### src/rtl/di_xfw_hazard_ctrl.sv
// di_xfw_hazard_ctrl: per-issue operand forwarding selects, cross-issue load scoreboard and stall/timeout FSM.
// Optional stall-cycle statistics counter built when DI_XFW_STATS_EN is defined.
module di_xfw_hazard_ctrl #(
  parameter int NREG      = 64,
  parameter int MAX_STALL = 16
) (
  input  logic        clk,
  input  logic        rst_n,
  input  logic        flush_i,
  input  logic        id_valid_i,
  input  logic        ex_ready_i,
  input  logic [5:0]  rs_a_addr_i,
  input  logic [5:0]  rs_b_addr_i,
  input  logic        rs_a_used_i,
  input  logic        rs_b_used_i,
  input  logic        loc_alu_we_fw_i,
  input  logic [5:0]  loc_alu_waddr_fw_i,
  input  logic        xfw_alu_we_fw_i,
  input  logic [5:0]  xfw_alu_waddr_fw_i,
  input  logic        xfw_we_wb_i,
  input  logic [5:0]  xfw_waddr_wb_i,
  input  logic        xfw_ld_ex_i,
  input  logic [5:0]  xfw_waddr_ex_i,
  output logic [1:0]  fw_sel_a_o,
  output logic [1:0]  fw_sel_b_o,
  output logic        stall_o,
  output logic        timeout_o,
  output logic [6:0]  pend_cnt_o,
  output logic [31:0] stall_cycles_o
);
  typedef enum logic [1:0] {IDLE, STALL, TOUT} state_t;
  state_t          state_q;
  logic [7:0]      cnt_q;
  logic            tout_q;
  logic [NREG-1:0] sb_q, sb_d;
  logic [6:0]      pend_q, pop;
  logic            haz_a, haz_b;
  function automatic logic [1:0] sel(input logic [5:0] a);
    return (a == 6'd0) ? 2'd0 :
           (loc_alu_we_fw_i && loc_alu_waddr_fw_i == a) ? 2'd1 :
           (xfw_alu_we_fw_i && xfw_alu_waddr_fw_i == a) ? 2'd2 :
           (xfw_we_wb_i && xfw_waddr_wb_i == a) ? 2'd3 : 2'd0;
  endfunction
  // a load writing back this very cycle is forwarded (sel 3), so it is not a hazard
  function automatic logic hazard(input logic used, input logic [5:0] a);
    return used && sb_q[a] && !(xfw_we_wb_i && xfw_waddr_wb_i == a);
  endfunction
  assign haz_a      = hazard(rs_a_used_i, rs_a_addr_i);
  assign haz_b      = hazard(rs_b_used_i, rs_b_addr_i);
  assign fw_sel_a_o = rst_n ? sel(rs_a_addr_i) : 2'd0;
  assign fw_sel_b_o = rst_n ? sel(rs_b_addr_i) : 2'd0;
  assign stall_o    = rst_n && id_valid_i && (haz_a || haz_b) && !flush_i;
  assign timeout_o  = tout_q;
  assign pend_cnt_o = pend_q;
  always_comb begin
    sb_d = sb_q;
    if (xfw_we_wb_i) sb_d[xfw_waddr_wb_i] = 1'b0;
    if (xfw_ld_ex_i && ex_ready_i && xfw_waddr_ex_i != 6'd0) sb_d[xfw_waddr_ex_i] = 1'b1;
    if (flush_i) sb_d = '0;
  end
  always_comb begin
    pop = '0;
    for (int i = 0; i < NREG; i++) pop = pop + 7'(sb_q[i]);
  end
  always_ff @(posedge clk or negedge rst_n) begin
    if (!rst_n) begin
      sb_q   <= '0;
      pend_q <= '0;
    end else begin
      sb_q   <= sb_d;
      pend_q <= pop;
    end
  end
  always_ff @(posedge clk or negedge rst_n) begin
    if (!rst_n) begin
      state_q <= IDLE;
      cnt_q   <= '0;
      tout_q  <= 1'b0;
    end else if (flush_i) begin
      state_q <= IDLE;
      cnt_q   <= '0;
      tout_q  <= 1'b0;
    end else begin
      case (state_q)
        IDLE: if (stall_o) begin
          state_q <= STALL;
          cnt_q   <= 8'd1;
        end
        STALL: if (!stall_o) begin
          state_q <= IDLE;
          cnt_q   <= '0;
        end else begin
          cnt_q <= cnt_q + 8'd1;
          if (cnt_q + 8'd1 == 8'(MAX_STALL)) begin
            state_q <= TOUT;
            tout_q  <= 1'b1;
          end
        end
        default: state_q <= TOUT;
      endcase
    end
  end
`ifdef DI_XFW_STATS_EN
  logic [31:0] stats_q;
  always_ff @(posedge clk or negedge rst_n) begin
    if (!rst_n) stats_q <= '0;
    else if (stall_o) stats_q <= stats_q + 32'd1;
  end
  assign stall_cycles_o = stats_q;
`else
  assign stall_cycles_o = '0;
`endif
endmodule

### config.mk
export PLATFORM = sky130hd
export DESIGN_NAME = di_xfw_hazard_ctrl
export DESIGN_NICKNAME = d
export VERILOG_FILES = /design/src/rtl/di_xfw_hazard_ctrl.sv
export SDC_FILE = /design/constraint.sdc
export NUM_CORES = 1
export LEC_CHECK = 0
export ABC_AREA = 1
export CAP_MARGIN = 0
export CORE_ASPECT_RATIO = 0.75
export CORE_MARGIN = 2
export CORE_UTILIZATION = 50
export DETAILED_ROUTE_END_ITERATION = 8
export PLACE_DENSITY = 0.73
export SYNTH_ARGS = -nofsm -noshare
export SYNTH_HDL_FRONTEND = slang
export SYNTH_SLANG_ARGS = --single-unit
### constraint.sdc
create_clock -name clk -period 8.28 [get_ports clk]
set_input_delay 1.656 -clock clk [delete_from_list [all_inputs] [get_ports clk]]
set_output_delay 1.656 -clock clk [all_outputs]
set_load 0.01 [all_outputs]
==> impl_metrics.tcl <==
set metrics [dict create \
    cts_resized 0 \
    r2r-end "pend_cnt_o[6]$_DFF_PN0_" \
    hold_depth 2 \
    wl_per_cell_um 17.9 \
    gp_congestion 0.998 \
    synth_cell_types 39 \
    period_share 0.776 \
    grt_setup_unrepaired "false" \
    antennaDiodeCount 0 \
    max_freq_mhz 156 \
    core_area_um2 15100 \
    crit_start "rs_b_addr_i[1]" \
    tns_ns 0 \
    drive_gt1_frac 0.0332 \
    multi_input_area_um2 4560 \
    post-place-cells 1304 \
    io_pins 92 \
    finalMaxSlewViolations 0 \
    h-tree-depth 3 \
    start_kind "input port" \
    antenna_found_initial 0 \
    finalClockSkew_ns 0.00567 \
    synth-seq-cells 82 \
    r2r_cells 20 \
    cts_hold_buf 0 \
    register_area_um2 2050 \
    first_iter_violations 887 \
    cp.required_ns 6.62 \
    tightestPinTransition_ns 1.15 \
    clock_latency_ns 0.35 \
    yosys_warnings 0 \
    grt_start_max_net_pins 68 \
    syn_area_um2 7680 \
    leakage_nw 4.01 \
    cts.sinks 82 \
    fin_crit_ns 6.43 \
    grt_overflow 0 \
    initial_core_util 0.508 \
    ff2ff_setup_slack_ns 2.23 \
    maxCapViolCount 0 \
    setup-violations-final 0 \
    cts_tree "done" \
    worstSetupEndpointType "primary output" \
    rows 39 \
    drcViolationCount 0 \
    grt_usage 0.296 \
    area_growth_pct 10.3 \
    vdd_ir_drop_max_mv 0.134 \
    endpoint "stall_o" \
    postRouteAntennaNets 0 \
    cts_setup_buffers 0 \
    cts_inserted_buffers 9 \
    crit_path_max_fanout 22 \
    timing.rr.start "sb_q[37]$_DFF_PN0_" \
    nets 1227 \
    seq_area_frac_synth 0.267 \
    wl_mm 23.6 \
    crit_type "input port to primary output" \
    relSlewSlack 0.224 \
    finalNonFillerCells 1320 \
    chipWidth_um 147 \
    dr.pass1.iters 6 \
    syn_avg_cell_area_um2 7.14 \
    clockRootBuffer "clkbuf_16" \
    power.density_nw_per_um2 117 \
    portBuffers 59 \
    fp.dieArea_um2 16400 \
    dp_hpwl_mm 18.2 \
    hold_class "flip-flop to flip-flop" \
    grt_pass1_vias 6903 \
    viasPerCell 5.53 \
    die_y_um 111 \
    fillCellCount 1465 \
    outcome "finished clean" \
    hold_viol 0 \
    critPathArrivalTime_ns 4.77 \
    path_clk_slew_ns 0.06 \
    via_count 7302 \
    synth_cells 1076 \
    grt_pass1_wl_mm 37.6 \
    clockBufferDepth 2 \
]
-- kinds of logic after synthesis --
family          share of synthesized area
xor+xnor                           0.0194
simple gates                        0.250
buf+inv                             0.155
compound gates                      0.141
fa+ha+maj                           0.167
other cells                      0.000488
flops                               0.267
-- cell usage after synthesis (all sizes together) --
cell type | n | area [µm²]
xor2 | 14 | 123
nand3b | 2 | 15.0
a21o | 1 | 7.51
o2111ai | 3 | 26.3
nand2 | 271 | 1030
a21oi | 78 | 390
clkbuf | 8 | 30.0
o22ai | 5 | 31.3
o21ai | 79 | 395
nor2 | 57 | 224
nor4 | 10 | 68.8
a31oi | 1 | 6.26
a21boi | 2 | 18.8
xnor2 | 3 | 26.3
ha | 16 | 200
a221oi | 2 | 17.5
conb | 1 | 3.75
a2111oi | 1 | 8.76
nand3 | 77 | 385
inv | 183 | 692
dfrtp | 82 | 2050
o211ai | 23 | 173
nor3 | 26 | 130
clkinv | 2 | 7.51
fa | 54 | 1080
o221ai | 1 | 8.76
buf | 63 | 462
nand4 | 11 | 68.8
-- critical path: stages --
cell and delay [ns]:
clkdlybuf4s50_1 1.08, inv_2 0.34, nor2_1 0.19, nor3_1 0.07, nand2_1 0.06, nor2_1 0.05
nor2_1 0.11, nand2_1 0.06, nor2_1 0.08, nand2_1 0.07, nand2_2 0.09, nand2_4 0.07
nor2_4 0.23, clkdlybuf4s50_1 0.59
-- how the worst min path moves through the flow --
| stage | startpoint | slack, ns | to |
|---|---|---|---|
| floorplan | cnt_q[7]$_DFFE_PN0P_ | 0.44 | cnt_q[7]$_DFFE_PN0P_ |
| global placement | cnt_q[7]$_DFFE_PN0P_ | 0.46 | cnt_q[7]$_DFFE_PN0P_ |
| detailed placement | cnt_q[7]$_DFFE_PN0P_ | 0.46 | cnt_q[7]$_DFFE_PN0P_ |
| CTS | cnt_q[7]$_DFFE_PN0P_ | 0.47 | cnt_q[7]$_DFFE_PN0P_ |
| global route | cnt_q[7]$_DFFE_PN0P_ | 0.50 | cnt_q[7]$_DFFE_PN0P_ |
| finish | cnt_q[7]$_DFFE_PN0P_ | 0.48 | cnt_q[7]$_DFFE_PN0P_ |
-- cell usage in the layout, fill, tap and decap left out, types with 3 or more instances in the layout --
cell type        Yosys  routed
clkdlybuf4s50_1      0      57
o22ai_1              5       5
inv_2                5       5
nand2_2              3       3
nand3_1             77      77
fa_1                54      54
o21ai_1              6       6
o2111ai_1            3       3
o211ai_1            23      23
a21oi_1             78      78
xor2_1              14      14
nand2_1            267     267
clkbuf_16            0       9
xnor2_1              3       3
inv_1              176     176
nor3_1              26      26
buf_4               36       5
nand4_1             11      11
dfrtp_1             82      82
nor2_1              55      55
nor4_1               9       9
o21ai_0             73      73
conb_1               1      32
ha_1                16      16
-- routing by layer --
layer / GRT usage / up-vias / share of wire
met3: 0.0992 / 40 / 0.13
met5: 0 / - / 0
met1: 0.453 / 3448 / 0.46
met2: 0.398 / 376 / 0.40
met4: 0.0833 / 0 / 0.020
li1: - / 3438 / -
-- sequential cells by signal, summed over array words and instances (netlist names) --
register    flops
state_q         2
timeout_o       1
cnt_q           8
pend_cnt_o      7
sb_q           64
-- final cells by class --
| class | instances | share of cell area |
|---|---|---|
| well taps | 205 | 0.0303 |
| clock buffers | 9 | 0.0266 |
| inverters | 185 | 0.0825 |
| repair buffers | 63 | 0.0723 |
| flip-flops and latches | 82 | 0.242 |
| clock inverters | 7 | 0.00827 |
| multi-input cells | 769 | 0.538 |
-- power by group --
part	switching (mW)	internal (mW)	leakage [nW]
Clock	0.190	0.211	0.141
Sequential	0.00284	0.404	1.14
Combinational	0.121	0.0593	2.72
Total	0.314	0.674	4.01
-- metrics by stage --
stage	util	setup WS, ns	instance area (µm²)	total power [mW]	hold WS (ns)
final	0.560	1.85	8470	0.988	0.476
after global routing	0.560	1.73	8470	1.03	0.504
after CTS	0.560	1.93	8470	0.988	0.475
after detailed placement	0.541	1.93	8180	0.591	0.459
after global placement	0.541	1.98	8180	0.589	0.457
after floorplan	-	2.56	7800	0.538	0.442
(Power assumes the default switching activity.)
